**src/rtl/sq_dist_accum.sv**
```systemverilog
// Streaming squared-Euclidean-distance accumulator with a one-deep valid/ready result slot.
// Define SQ_DIST_SIGNED_EN to treat a_i/b_i as two's-complement signed operands.
module sq_dist_accum #(
    parameter int unsigned  DATA_WIDTH = 8,
    parameter int unsigned  DIMS       = 4,
    localparam int unsigned ACC_WIDTH  = 2 * DATA_WIDTH + $clog2(DIMS)
) (
    input  logic                  clk_i,
    input  logic                  rst_i,
    input  logic                  valid_i,
    output logic                  ready_o,
    input  logic [DATA_WIDTH-1:0] a_i,
    input  logic [DATA_WIDTH-1:0] b_i,
    output logic                  valid_o,
    input  logic                  ready_i,
    output logic [ACC_WIDTH-1:0]  dist_o
);

    localparam int unsigned CntWidth = $clog2(DIMS);
    localparam int unsigned SqWidth  = 2 * DATA_WIDTH + 2;
    localparam logic [CntWidth-1:0] LastCnt = CntWidth'(DIMS - 1);

    typedef enum logic {StEmpty, StFull} slot_e;

    slot_e                 slot_q, slot_d;
    logic [CntWidth-1:0]   cnt_q, cnt_d;
    logic [ACC_WIDTH-1:0]  acc_q, acc_d;
    logic [ACC_WIDTH-1:0]  res_q, res_d;

    logic [DATA_WIDTH:0]   a_ext, b_ext, diff, mag;
    logic [SqWidth-1:0]    mag_w, sq_full;
    logic [ACC_WIDTH-1:0]  sum;
    logic                  last_beat, accept, final_accept;

    // One extra bit keeps the difference exact in both operand modes.
`ifdef SQ_DIST_SIGNED_EN
    assign a_ext = {a_i[DATA_WIDTH-1], a_i};
    assign b_ext = {b_i[DATA_WIDTH-1], b_i};
`else
    assign a_ext = {1'b0, a_i};
    assign b_ext = {1'b0, b_i};
`endif

    assign diff    = a_ext - b_ext;
    assign mag     = diff[DATA_WIDTH] ? -diff : diff;
    assign mag_w   = {{(DATA_WIDTH + 1){1'b0}}, mag};
    assign sq_full = mag_w * mag_w;
    assign sum     = acc_q + ACC_WIDTH'(sq_full);

    assign last_beat    = (cnt_q == LastCnt);
    assign ready_o      = ~(last_beat & (slot_q == StFull) & ~ready_i);
    assign accept       = valid_i & ready_o;
    assign final_accept = accept & last_beat;

    assign valid_o = (slot_q == StFull);
    assign dist_o  = res_q;

    always_comb begin
        cnt_d  = cnt_q;
        acc_d  = acc_q;
        res_d  = res_q;
        slot_d = slot_q;

        if (accept) begin
            if (last_beat) begin
                cnt_d = '0;
                acc_d = '0;
                res_d = sum;
            end else begin
                cnt_d = cnt_q + CntWidth'(1);
                acc_d = sum;
            end
        end

        unique case (slot_q)
            StEmpty: begin
                if (final_accept) slot_d = StFull;
            end
            StFull: begin
                // A consume coinciding with a final beat reloads the slot instead of emptying it.
                if (!final_accept && ready_i) slot_d = StEmpty;
            end
            default: slot_d = StEmpty;
        endcase
    end

    always_ff @(posedge clk_i or posedge rst_i) begin
        if (rst_i) begin
            slot_q <= StEmpty;
            cnt_q  <= '0;
            acc_q  <= '0;
            res_q  <= '0;
        end else begin
            slot_q <= slot_d;
            cnt_q  <= cnt_d;
            acc_q  <= acc_d;
            res_q  <= res_d;
        end
    end

endmodule
```
**config.mk**
```make
export PLATFORM = sky130hd
export DESIGN_NAME = sq_dist_accum
export DESIGN_NICKNAME = d
export VERILOG_FILES = /design/src/rtl/sq_dist_accum.sv
export SDC_FILE = /design/constraint.sdc
export NUM_CORES = 1
export LEC_CHECK = 0
export CAP_MARGIN = 40
export CORE_ASPECT_RATIO = 0.7
export CORE_UTILIZATION = 60
export DETAILED_ROUTE_END_ITERATION = 16
export HOLD_SLACK_MARGIN = 0.02
export PLACE_DENSITY = 0.91
export SLEW_MARGIN = 30
export SYNTH_ARGS = -nofsm -noshare
export SYNTH_HDL_FRONTEND = slang
export SYNTH_SLANG_ARGS = --single-unit
```
**constraint.sdc**
```tcl
create_clock -name clk_i -period 7.6 [get_ports clk_i]
set_clock_uncertainty 0.1 [all_clocks]
set_input_delay 1.14 -clock clk_i [delete_from_list [all_inputs] [get_ports clk_i]]
set_output_delay 1.14 -clock clk_i [all_outputs]
set_load 0.03 [all_outputs]
```
==> results of run 1 <==
[timing repair]
item | CTS
pin swaps | 55
cloned | 0
resized for setup | 78
endpoints found under the setup margin | 20
hold endpoints to repair | 0
setup buffers | 23
[routing by layer]
metal	GRT overflow	global-route usage, %
met5	0	23.8
met4	18	78.5
met1	0	74.5
met2	26	94.7
met3	0	51.7
[stage by stage]
stage / TNS, ns / cell area [µm²] / setup slack, ns / std cells
CTS: -2.23 / 6320 / -0.534 / 738
detailed placement: -15.53 / 5740 / -1.33 / 708
global placement: -9.04 / 5740 / -0.899 / 708
floorplan: -0.279 / 4710 / -0.184 / 506
[cells by family after synthesis]
group	after synthesis	synth area share, %
other cells	1	0.0823
fa+ha+maj	96	33.9
buf+inv	117	9.63
compound gates	86	12.8
simple gates	123	12.9
mux	11	2.66
xor+xnor	29	6.56
flops	39	21.4
==> impl_metrics.env, run 1 <==
export IMPL_async_reset_ff_share_pct=100
export IMPL_haltStage="global routing"
export IMPL_syn_inst=502
export IMPL_io_buffers=39
export IMPL_yosysMostFrequentCell="inv_1"
export IMPL_grt_start_max_net_pins=40
export IMPL_synthTopCellsByArea="dfrtp_1, fa_1, ha_1, inv_1, nand2_1"
export IMPL_globalRouteOverflowTotal=44
export IMPL_syn_cell_area_um2=4560
export IMPL_synthTopCellsByCount="inv_1, ha_1, fa_1, dfrtp_1, nand2_1"
export IMPL_ys_warn_count=0
export IMPL_tool_error="[ERROR GRT-0232] Routing congestion too high. Check the congestion heatmap in the GUI."
export IMPL_cts_sinks=39
export IMPL_numCtsBuffers=5
export IMPL_grtUsageTotal_pct=73.7
export IMPL_dp_hpwl_um=9970
export IMPL_worstEpCategory="register data pin"
export IMPL_ys_seq_elements=39
export IMPL_die_w_um=106
export IMPL_ys_seq_area_share_pct=21.4
export IMPL_postGrtWorstEndpoint="acc_q[17]$_DFFE_PP0P_/D"
export IMPL_synth_edf_count=0
export IMPL_syn_avg_cell_area_um2=9.08
export IMPL_synth_ff_type="dfrtp_1"
export IMPL_htree_levels=2
export IMPL_die_h_um=74.9
export IMPL_ys_types=57
export IMPL_cts_buffer_depth=2
export IMPL_holdBufCountCts=0
export IMPL_start_util_pct=62.3
export IMPL_fp_row_count=26
export IMPL_cts_root_buffer="clkbuf_8"
export IMPL_yosys_area_top_type="dfrtp_1"
export IMPL_status="did not finish"
export IMPL_gp_congestion=0.935
export IMPL_synth_top_area_share_pct=21.4
export IMPL_num_io_pins=40
==> run 2: changes to the inputs <==
--- a/config.mk
+++ b/config.mk
@@ -6,11 +6,9 @@
 export NUM_CORES = 1
 export LEC_CHECK = 0
 export CAP_MARGIN = 40
-export CORE_ASPECT_RATIO = 0.7
-export CORE_UTILIZATION = 60
+export CORE_UTILIZATION = 40
 export DETAILED_ROUTE_END_ITERATION = 16
-export HOLD_SLACK_MARGIN = 0.02
-export PLACE_DENSITY = 0.91
+export PLACE_DENSITY_LB_ADDON = 0.15
 export SLEW_MARGIN = 30
 export SYNTH_ARGS = -nofsm -noshare
 export SYNTH_HDL_FRONTEND = slang
==> run 2 against run 1 <==
- the flow now finishes, with violations (setup timing)
- synthesized cell count did not move
- area after synthesis did not move
==> impl_metrics.env, run 2 <==
export IMPL_status="finished with violations"
export IMPL_violations="setup timing"
export IMPL_vias=3732
export IMPL_cts_root_buffer="clkbuf_16"
export IMPL_ys_types=57
export IMPL_critPathCaptureType="register"
export IMPL_die_h_um=109
export IMPL_drtPass1Iterations=4
export IMPL_syn_inst=502
export IMPL_cts_buffer_depth=2
export IMPL_period_share_pct=103
export IMPL_cts_tree="built"
export IMPL_synth_edf_count=0
export IMPL_synthTopCellsByCount="inv_1, ha_1, fa_1, dfrtp_1, nand2_1"
export IMPL_critical_path_depth=28
export IMPL_synth_top_area_share_pct=21.4
export IMPL_layout_common_cells="inv_1, buf_4, fa_1, ha_1"
export IMPL_synth_top_family_by_area="adder cells"
export IMPL_rsz0062_at_grt="yes"
export IMPL_grt_start_max_net_pins=40
export IMPL_synth_area_mux_share_pct=2.66
export IMPL_synth_ff_type="dfrtp_1"
export IMPL_yosysMostFrequentCell="inv_1"
export IMPL_drt_antenna_violating_nets=0
export IMPL_drtIter0Drc=157
export IMPL_path_clk_slew_ns=0.06
export IMPL_cp_top_family="adder cells"
export IMPL_hold_depth=2
export IMPL_crit_top_cell="fa_1"
export IMPL_cp_data_required_time_ns=7.70
export IMPL_dp_hpwl_um=8310
export IMPL_period_minus_slack_ns=7.82
export IMPL_synth_xor_area_share_pct=6.56
export IMPL_yosys_area_top_type="dfrtp_1"
export IMPL_synth_compound_area_share_pct=12.8
export IMPL_routedWlPerCell_um=12.9
export IMPL_clkLatencyLatePin_ns=0.28
export IMPL_layout_commonest_cell="inv_1"
export IMPL_hold_viol=0
export IMPL_setup_viol=4
export IMPL_worst_pin_slew_ns=0.604
export IMPL_grt_pass1_wl_um=16900
export IMPL_crit_fanout=6
export IMPL_crit_buf_inv=6
export IMPL_grt_pass1_vias=3750
export IMPL_core_area_um2=11000
export IMPL_async_reset_ff_share_pct=100
export IMPL_htree_levels=2
export IMPL_hold_ws_ns=0.379
export IMPL_syn_to_final_growth_pct=43.1
export IMPL_ys_warn_count=0
export IMPL_r2r_cells=13
export IMPL_die_area_um2=11800
export IMPL_viasPerCell=4.78
export IMPL_wl_um=10100
export IMPL_fp_row_count=38
export IMPL_cp_slowest_stage_delay_ns=0.56
export IMPL_max_cap_violations=0
export IMPL_cts_sinks=39
export IMPL_synth_adder_area_share_pct=33.9
export IMPL_diodes=0
export IMPL_globalRouteOverflowTotal=0
export IMPL_route_detailed_drc=0
export IMPL_die_w_um=109
export IMPL_maxSlewHeadroom_pct=59.6
export IMPL_start_kind="primary input"
export IMPL_worstSetupPathType="in -> reg"
export IMPL_io_buffers=39
export IMPL_start_util_pct=41.5
export IMPL_ys_seq_elements=39
export IMPL_slowest_stage="fa_1"
export IMPL_antenna_found_initial=0
export IMPL_layout_drive_gt1_share_pct=32.4
export IMPL_syn_avg_cell_area_um2=9.08
export IMPL_ys_seq_area_share_pct=21.4
export IMPL_synth_simple_area_share_pct=12.9
export IMPL_gp_congestion=0.835
export IMPL_syn_cell_area_um2=4560
export IMPL_fill_cells=977
export IMPL_cp_arrival_ns=7.92
export IMPL_hp_class="reg -> reg"
export IMPL_numCtsBuffers=5
export IMPL_nNetsFinal=756
export IMPL_synthTopCellsByArea="dfrtp_1, fa_1, ha_1, inv_1, nand2_1"
export IMPL_num_io_pins=40
export IMPL_report_final_slew_viol_count=0
export IMPL_max_freq_mhz=128
export IMPL_grtUsageTotal_pct=18.2
export IMPL_layout_setup_ws_ns=-0.217
[run 2: cell counts after synthesis]
No cell type changed its count.
[run 2: area by class of cell]
class	count	area, µm²	area share (%)
clock buffers	8	156	2.40
inverters	111	429	6.58
multi-input cells	350	3660	56.1
flip-flops and latches	39	976	15.0
well taps	140	175	2.69
repair buffers	133	1130	17.3
[run 2: repair_timing]
action | in CTS | in global routing
pin swaps | 54 | 26
hold buffers | 0 | 0
endpoints found under the setup margin | 20 | 15
endpoints found under the hold margin | 0 | 0
setup buffers | 14 | 7
gates resized for setup | 66 | 28
[run 2: path summary, 6_finish.rpt]
path	slack [ns]	end	from
worst min-delay path	0.38	acc_q[0]$_DFFE_PP0P_	acc_q[0]$_DFFE_PP0P_
worst min register to register	0.38	acc_q[0]$_DFFE_PP0P_	acc_q[0]$_DFFE_PP0P_
worst max-delay path	-0.22	dist_o[17]$_DFFE_PP0P_	a_i[0]
min in group asynchronous	1.18	valid_o$_DFF_PP0_	rst_i
max in group asynchronous	5.87	dist_o[5]$_DFFE_PP0P_	rst_i
worst max register to register	4.26	dist_o[17]$_DFFE_PP0P_	acc_q[4]$_DFFE_PP0P_
[run 2: routing by layer]
layer | vias to the layer above | wire length [µm] | track usage, % | share of wire (%)
met5 | - | 0 | 0 | 0
met4 | 0 | 55 | 2.61 | 0.55
met3 | 7 | 169 | 2.69 | 1.7
met2 | 25 | 4900 | 30.6 | 49
met1 | 1813 | 4950 | 25.4 | 49
li1 | 1887 | - | - | -
[run 2: worst reg2reg max path: cells and delay by family, from the launching register on]
family                     cells  cell delay (ns)
AOI/OAI and AO/OA              6             1.03
adders and majority gates      2             0.91
buffers and inverters          3             0.28
DFF                            1             0.32
and+or+nand+nor                2             0.61
[run 2: through the flow]
stage	std cells	TNS, ns	instance area [µm²]	setup WS, ns	util [%]
6_report	781	-0.686	6520	-0.217	59.4
3_3_place_gp	752	-9.98	5810	-0.951	52.9
2_1_floorplan	506	-0.279	4710	-0.184	-
5_1_grt	781	-1.92	6520	-0.407	59.4
4_1_cts	774	-1.20	6330	-0.375	57.7
3_5_place_dp	752	-12.03	5810	-1.09	52.9
[run 2: cell families (layout without fill, tap and decap cells)]
group                      after synthesis  in the layout
other                                    1              5
buffers and inverters                  117            252
adders and majority gates               96             96
xor gates and xnor gates                29             29
muxes                                   11             11
and+or+nand+nor                        123            123
DFF                                     39             39
AOI/OAI and AO/OA                       86             86
Power of run 2 is not shown: default switching activity piles up to over one toggle a cycle in this logic, so the estimate is an artifact.
